==> src/rtl/sr_ff_bank.sv <==
// Bank of WIDTH independent SR flops with a selectable S=R=1 policy, programmable reset value,
// sticky per-channel conflict flags and a saturating conflict-cycle counter.
module sr_ff_bank #(
  parameter int               WIDTH     = 8,
  parameter int               CONF_MODE = 0,
  parameter logic [WIDTH-1:0] RST_VAL   = '0,
  parameter int               CNT_W     = 8
) (
  input  logic             clk,
  input  logic             rst,
  input  logic             en,
  input  logic             clr,
  input  logic [WIDTH-1:0] s,
  input  logic [WIDTH-1:0] r,
  input  logic             clr_err,
  output logic [WIDTH-1:0] q,
  output logic [WIDTH-1:0] qbar,
  output logic [WIDTH-1:0] conf_flag,
  output logic [CNT_W-1:0] conf_cnt,
  output logic             conf_any
);

  generate
    if (CONF_MODE < 0 || CONF_MODE > 3 || WIDTH < 1 || CNT_W < 2) begin : g_bad_param
      $error("sr_ff_bank: illegal parameter combination");
    end
  endgenerate

  localparam logic [CNT_W-1:0] CNT_MAX = '1;

  logic [WIDTH-1:0] q_q, q_d;
  logic [WIDTH-1:0] conf_flag_q, conf_flag_d;
  logic [CNT_W-1:0] conf_cnt_q, conf_cnt_d;
  logic             conf_any_q, conf_any_d;
  logic [WIDTH-1:0] conf_c;

  always_comb begin
    conf_c = {WIDTH{en & ~clr}} & s & r;
    q_d    = q_q;
    if (clr) begin
      q_d = RST_VAL;
    end else if (en) begin
      for (int i = 0; i < WIDTH; i++) begin
        case ({s[i], r[i]})
          2'b01: q_d[i] = 1'b0;
          2'b10: q_d[i] = 1'b1;
          2'b11: begin
            case (CONF_MODE)
              1:       q_d[i] = 1'b1;
              2:       q_d[i] = 1'b0;
              3:       q_d[i] = ~q_q[i];
              default: q_d[i] = q_q[i];
            endcase
          end
          default: q_d[i] = q_q[i];
        endcase
      end
    end
  end

  // A conflict in the same cycle as clr_err survives the clear.
  always_comb begin
    conf_flag_d = clr_err ? conf_c : (conf_flag_q | conf_c);
    conf_cnt_d  = conf_cnt_q;
    if (clr_err) begin
      conf_cnt_d = {{(CNT_W-1){1'b0}}, |conf_c};
    end else if ((|conf_c) && (conf_cnt_q != CNT_MAX)) begin
      conf_cnt_d = conf_cnt_q + CNT_W'(1);
    end
    conf_any_d = |conf_flag_d;
  end

  always_ff @(posedge clk or negedge rst) begin
    if (!rst) begin
      q_q         <= RST_VAL;
      conf_flag_q <= '0;
      conf_cnt_q  <= '0;
      conf_any_q  <= 1'b0;
    end else begin
      q_q         <= q_d;
      conf_flag_q <= conf_flag_d;
      conf_cnt_q  <= conf_cnt_d;
      conf_any_q  <= conf_any_d;
    end
  end

  assign q         = q_q;
  assign qbar      = ~q_q;
  assign conf_flag = conf_flag_q;
  assign conf_cnt  = conf_cnt_q;
  assign conf_any  = conf_any_q;

endmodule
==> config.mk <==
export PLATFORM = sky130hd
export DESIGN_NAME = sr_ff_bank
export DESIGN_NICKNAME = d
export VERILOG_FILES = /design/src/rtl/sr_ff_bank.sv
export SDC_FILE = /design/constraint.sdc
export NUM_CORES = 1
export LEC_CHECK = 0
export ABC_AREA = 1
export ABC_CLOCK_PERIOD_IN_PS = 2100
export CAP_MARGIN = 20
export CORE_AREA = 2 2 69 71
export CTS_CLUSTER_DIAMETER = 60
export DETAILED_ROUTE_END_ITERATION = 7
export DIE_AREA = 0 0 71 73
export GPL_ROUTABILITY_DRIVEN = 0
export PLACE_DENSITY = 0.66
export SETUP_SLACK_MARGIN = 0.3
export SYNTH_ARGS = -nofsm -noshare
export SYNTH_HDL_FRONTEND = slang
export SYNTH_SLANG_ARGS = --single-unit
==> constraint.sdc <==
create_clock -name clk -period 2.1 [get_ports clk]
set_input_delay 0.42 -clock clk [delete_from_list [all_inputs] [get_ports clk]]
set_output_delay 0.42 -clock clk [all_outputs]
set_load 0.01 [all_outputs]
### After elaboration in Yosys (flattened, before gate mapping)

Cells that the tools add are included.
Widths: inputs -> output; s select.

| word-level totals | value |
|---|---|
| register bits after elaboration | 25 |
| word-level logic and storage cells | 69 |

| operators by class | value |
|---|---|
| $add $sub $neg | 1 |
| eq/ne operators | 17 |
| muxes and demuxes | 13 |
| bitwise operators | 6 |
| reduce and logical (&&, ||, !) cells | 21 |

Operators with widths:

| kind | number |
|---|---|
| $mux 8 | 5 |
| $reduce_bool 3->1 | 8 |
| $and 8x8->8 | 2 |
| $eq 2x1->1 const B | 8 |
| $eq 2x2->1 const B | 8 |
| $pmux 1 s2 | 8 |
| $reduce_and 2->1 | 8 |
| $reduce_or 8->1 | 2 |
| $add 8x1->8 const B | 1 |
| $ne 8x8->1 const B | 1 |
| $not 8->8 | 1 |
| $or 8x8->8 | 1 |
| $reduce_bool 2->1 | 2 |
| $and 1x1->1 | 1 |
| $logic_and 1x1->1 | 1 |
| $not 1->1 | 1 |

### Depth between registers and ports, before layout

| depth | value |
|---|---|
| word-level depth | 8 |
| gate-level depth with buffers | 10 |
| gate-level depth less buffers | 10 |

### Worst setup path after synthesis

Ideal clock, no wire load.

| timing | value |
|---|---|
| path type | flip-flop to flip-flop |
| start | register conf_cnt_q[0] (netlist: conf_cnt[0]) |
| end | register conf_cnt_q[2] (netlist: conf_cnt[2]) |
| cell stages (with the launch flop) | 11 |
| library setup time | 0.117 ns |
| arrival time | 1.337 ns |
| clock period less this slack | 1.454 ns |
| path slack | 0.646 ns |
| path through | dfrtp_1 ha_1 nand3_2 nor2_2 inv_2 nor2_2 nand2_2 nand2_4 nand2_4 nand2_1 nand2_1 |

| on the way | value |
|---|---|
| word-level cells in the longest chain between the ends | 3 |

RTL lines:

| what | line | source |
|---|---|---|
| start: declaration | 33 | `logic [CNT_W-1:0] conf_cnt_q, conf_cnt_d;` |
| start signal: assignment | 82 | `conf_cnt_q <= conf_cnt_d;` |
| $add 8x1->8 or $ne 8x8->1 (tied branches) | 68, 67 |  |
| $mux 8 or $logic_and 1x1->1 (tied branches) | 67 | `end else if ((\|conf_c) && (conf_cnt_q != CNT_MAX)) begin` |
| $mux 8 or $reduce_bool 2->1 (tied branches) | n/a |  |

Several ways; a longest one is shown, not always the timed one. The select of a mux whose other input is x is not followed.
A chain may end at the register's enable or synchronous reset.

### Worst setup path after layout

| timing | value |
|---|---|
| start | register conf_cnt_q[2] (netlist: conf_cnt[2]) |
| end | output port conf_cnt[2] |

RTL lines:

| what | line | source |
|---|---|---|
| end: declaration | 19 | `output logic [CNT_W-1:0] conf_cnt,` |

No word-level cell between the ends.

==> metrics.txt <==
# TYPE chip_impl_metric gauge
chip_impl_info{name="status",value="completed"} 1
chip_impl_metric{name="number_of_antenna_violations_at_the_first_check_in_global_routing",unit=""} 0
chip_impl_metric{name="fin_crit",unit="ns"} 1.73
chip_impl_metric{name="layout-area-overhead-vs-synth",unit="%"} 43.4
chip_impl_metric{name="wire_per_inst",unit="um"} 11.6
chip_impl_metric{name="drc_errors",unit=""} 0
chip_impl_metric{name="hpwlAfterDp",unit="um"} 2700
chip_impl_info{name="grt_setup_unrepaired",value="no"} 1
chip_impl_info{name="root_buffer",value="clkbuf_8"} 1
chip_impl_metric{name="path_buf_inv",unit=""} 1
chip_impl_metric{name="cts-buffers-inserted",unit=""} 3
chip_impl_metric{name="finalSetupViolations",unit=""} 0
chip_impl_metric{name="largest_incremental_delay_on_the_critical_path",unit="ns"} 0.58
chip_impl_info{name="cell_type_contributing_the_most_total_cell_area_after_synthesis",value="dfrtp_1"} 1
chip_impl_metric{name="power-per-cell-area",unit="mW/mm2"} 522
chip_impl_metric{name="syn_inst",unit=""} 187
chip_impl_metric{name="grt_max_degree",unit=""} 26
chip_impl_metric{name="die_h",unit="um"} 73
chip_impl_metric{name="slew_viol_final",unit=""} 0
chip_impl_info{name="primary_ff_master_synth",value="dfrtp_1"} 1
chip_impl_metric{name="cell_area_after_layout",unit="mm2"} 0.00207
chip_impl_metric{name="postSynthAreaPerCell",unit="um2"} 7.73
chip_impl_metric{name="cts.sink_count",unit=""} 25
chip_impl_info{name="yosysMostFrequentCell",value="nand2_1"} 1
chip_impl_metric{name="vias",unit=""} 1346
chip_impl_metric{name="grtUsageTotal",unit="%"} 14.3
chip_impl_metric{name="period_share",unit="%"} 82.3
chip_impl_metric{name="post_cts_resized",unit=""} 0
chip_impl_info{name="worst_path_max_delay_cell",value="clkdlybuf4s50_1"} 1
chip_impl_info{name="critical_path.cell_chain",value="clkdlybuf4s50_1"} 1
chip_impl_metric{name="netlist.area_leader.share",unit="%"} 43.3
chip_impl_metric{name="cts_hold_repair_buffers",unit=""} 0
chip_impl_metric{name="leakage",unit="uW"} 0.000989
chip_impl_info{name="tritoncts",value="yes"} 1
chip_impl_metric{name="diodes",unit=""} 0
chip_impl_metric{name="drt_wl_total",unit="um"} 3450
chip_impl_metric{name="tightest_slew",unit="ns"} 0.320
chip_impl_metric{name="synth_cell_type_count",unit=""} 26
chip_impl_metric{name="die_x_extent",unit="um"} 71
chip_impl_metric{name="ys_async_sr_fraction",unit="%"} 100
chip_impl_metric{name="final_number_of_hold_violating_endpoints",unit=""} 0
chip_impl_metric{name="core-area",unit="mm2"} 0.00454
chip_impl_metric{name="numPortBuffers",unit=""} 53
chip_impl_metric{name="fin_skew",unit="ns"} 0.00518
chip_impl_metric{name="max-clock-path-buffers",unit=""} 2
chip_impl_metric{name="crit_fanout",unit=""} 6
chip_impl_metric{name="synth_edf_count",unit=""} 0
chip_impl_info{name="timing.hold.worst.class",value="input pin to async pin"} 1
chip_impl_metric{name="worst_slack",unit="ns"} 0.371
chip_impl_metric{name="initial_cell_density_of_the_core",unit="%"} 31.9
chip_impl_metric{name="clock.fmax",unit="GHz"} 0.578
chip_impl_metric{name="insertion_delay",unit="ns"} 0.27
chip_impl_metric{name="design.portCount",unit=""} 54
chip_impl_metric{name="max_cap_violations",unit=""} 0
chip_impl_metric{name="route.antenna.remaining_nets",unit=""} 0
chip_impl_metric{name="synth.yosys.warnings",unit=""} 0
chip_impl_metric{name="share_of_post_route_cells_with_drive_strength_above_1",unit="%"} 9.88
chip_impl_info{name="endpoint_kind",value="output pin"} 1
chip_impl_info{name="setup.worst_path.start_class",value="register"} 1
chip_impl_metric{name="crit_required",unit="ns"} 1.68
chip_impl_metric{name="dp_worst_setup_slack",unit="ns"} 0.182
chip_impl_metric{name="final_nets",unit=""} 266
chip_impl_metric{name="placement.cell_area",unit="mm2"} 0.00203
chip_impl_metric{name="fin_setup_tns",unit="ns"} 0
chip_impl_metric{name="grt_first_pass_wirelength",unit="um"} 5910
chip_impl_info{name="worstSetupPathType",value="register to output pin"} 1
chip_impl_info{name="synth_common_cells",value="nand2_1 (53), inv_1 (28), dfrtp_1 (25), nor2_1 (18), nand3_1 (12)"} 1
chip_impl_metric{name="cts_setup_buffers",unit=""} 0
chip_impl_metric{name="relative_slew_margins",unit="%"} 78.7
chip_impl_info{name="post_synth_main_area_contributors",value="dfrtp_1 (43%), nand2_1 (14%), inv_1 (7.3%)"} 1
chip_impl_metric{name="path_clk_slew",unit="ns"} 0.09
chip_impl_metric{name="grt_overflow_total",unit=""} 0
chip_impl_metric{name="die-area",unit="mm2"} 0.00518
chip_impl_metric{name="first_global_vias",unit=""} 1233
chip_impl_metric{name="worstPathArrival",unit="ns"} 1.31
chip_impl_metric{name="row_count",unit=""} 25
chip_impl_metric{name="dr.first_iter.drc_count",unit=""} 129
chip_impl_metric{name="synthesis.area",unit="mm2"} 0.00145
chip_impl_metric{name="vdd.ir_drop.worst",unit="mV"} 0.216
chip_impl_metric{name="drt_pre_antenna_iters",unit=""} 4
chip_impl_metric{name="seq_area_frac_synth",unit="%"} 43.3
chip_impl_metric{name="avgViaCountPerCell",unit=""} 4.53
chip_impl_info{name="cpLargestDelayFamily",value="buffers and inverters"} 1
chip_impl_metric{name="cts-htree-levels",unit=""} 1
chip_impl_metric{name="yosys_register_bits",unit=""} 25
chip_impl_metric{name="mappedNetlistNets",unit=""} 209
-- logic make-up (layout without fill, tap and decap cells) --
| logic type | after synthesis | after routing | synth area share, % |
|---|---|---|---|
| simple gates | 99 | 99 | 30.9 |
| buf+inv | 36 | 92 | 11.3 |
| fa+ha+maj | 1 | 1 | 0.865 |
| xor+xnor | 1 | 1 | 0.606 |
| flops | 25 | 25 | 43.3 |
| compound gates | 25 | 25 | 13.1 |
-- power breakdown --
part,internal (uW),switching (uW)
Sequential,509,24.7
Combinational,137,127
Clock,133,151
Total,779,303
-- layer usage --
layer  global-route usage [%]  vias to the layer above  routed length [um]
li1                         -                      708                   -
met1                     20.1                      603                1580
met2                     22.3                       30                1670
met3                     2.49                        5                 163
met4                     5.03                        0                  44
met5                        0                        -                   0
-- cell type report --
type / instances / area, um2
timing repair buffer: 57 / 561
clock buffer: 3 / 41.3
sequential: 25 / 627
fill: 450 / 2460
inverter: 31 / 116
multi-input combinational: 126 / 657
clock inverter: 1 / 5.00
tap: 54 / 67.6
-- worst paths after layout --
| path | slack, ns | endpoint | startpoint | cells after the start |
|---|---|---|---|---|
| setup / recovery | 0.37 | conf_cnt[2] | conf_cnt[2] | 1 |
| hold / removal | 0.51 | conf_flag[7] | rst | 2 |
| setup reg to reg | 0.51 | conf_cnt[4] | conf_cnt[1] | 10 |
| hold reg to reg | 0.57 | q[0] | q[0] | 2 |
| max in group asynchronous | 1.33 | conf_cnt[0] | rst | 2 |
| min in group clk | 0.57 | q[0] | q[0] | 2 |
-- sequential cells by signal, summed over array words and instances, names as in the netlist --
register / cells
conf_cnt: 8
conf_flag: 8
q: 8
conf_any: 1
-- cells in the final DEF (no fill, tap or decap) --
master	Yosys	final
a21oi_1	3	3
a21oi_2	3	3
buf_4	0	4
clkbuf_8	0	3
clkdlybuf4s50_1	0	53
clkinv_2	0	1
dfrtp_1	25	24
dfrtp_2	0	1
ha_1	1	1
inv_1	28	28
inv_2	3	3
nand2_1	53	53
nand2_2	2	2
nand2_4	3	3
nand3_1	12	12
nand3_2	1	1
nand4_1	3	3
nor2_1	18	18
nor2_2	2	2
nor3_1	1	1
nor3b_1	2	2
o211ai_1	3	3
o21a_1	8	8
o31ai_1	4	4
o32ai_1	4	4
or2_1	1	1
or2_2	1	1
xor2_1	1	1
-- metrics by stage --
step	utilization, %	hold slack [ns]	power (uW)	std cells
3_5_place_dp	44.7	0.548	810	293
6_report	45.7	0.509	1080	297
2_1_floorplan	-	0.124	662	187
5_1_grt	45.7	0.552	1150	297
3_3_place_gp	44.7	0.550	807	293
4_1_cts	45.7	0.518	1100	297
No activity file was read; power rests on OpenSTA's default activity.
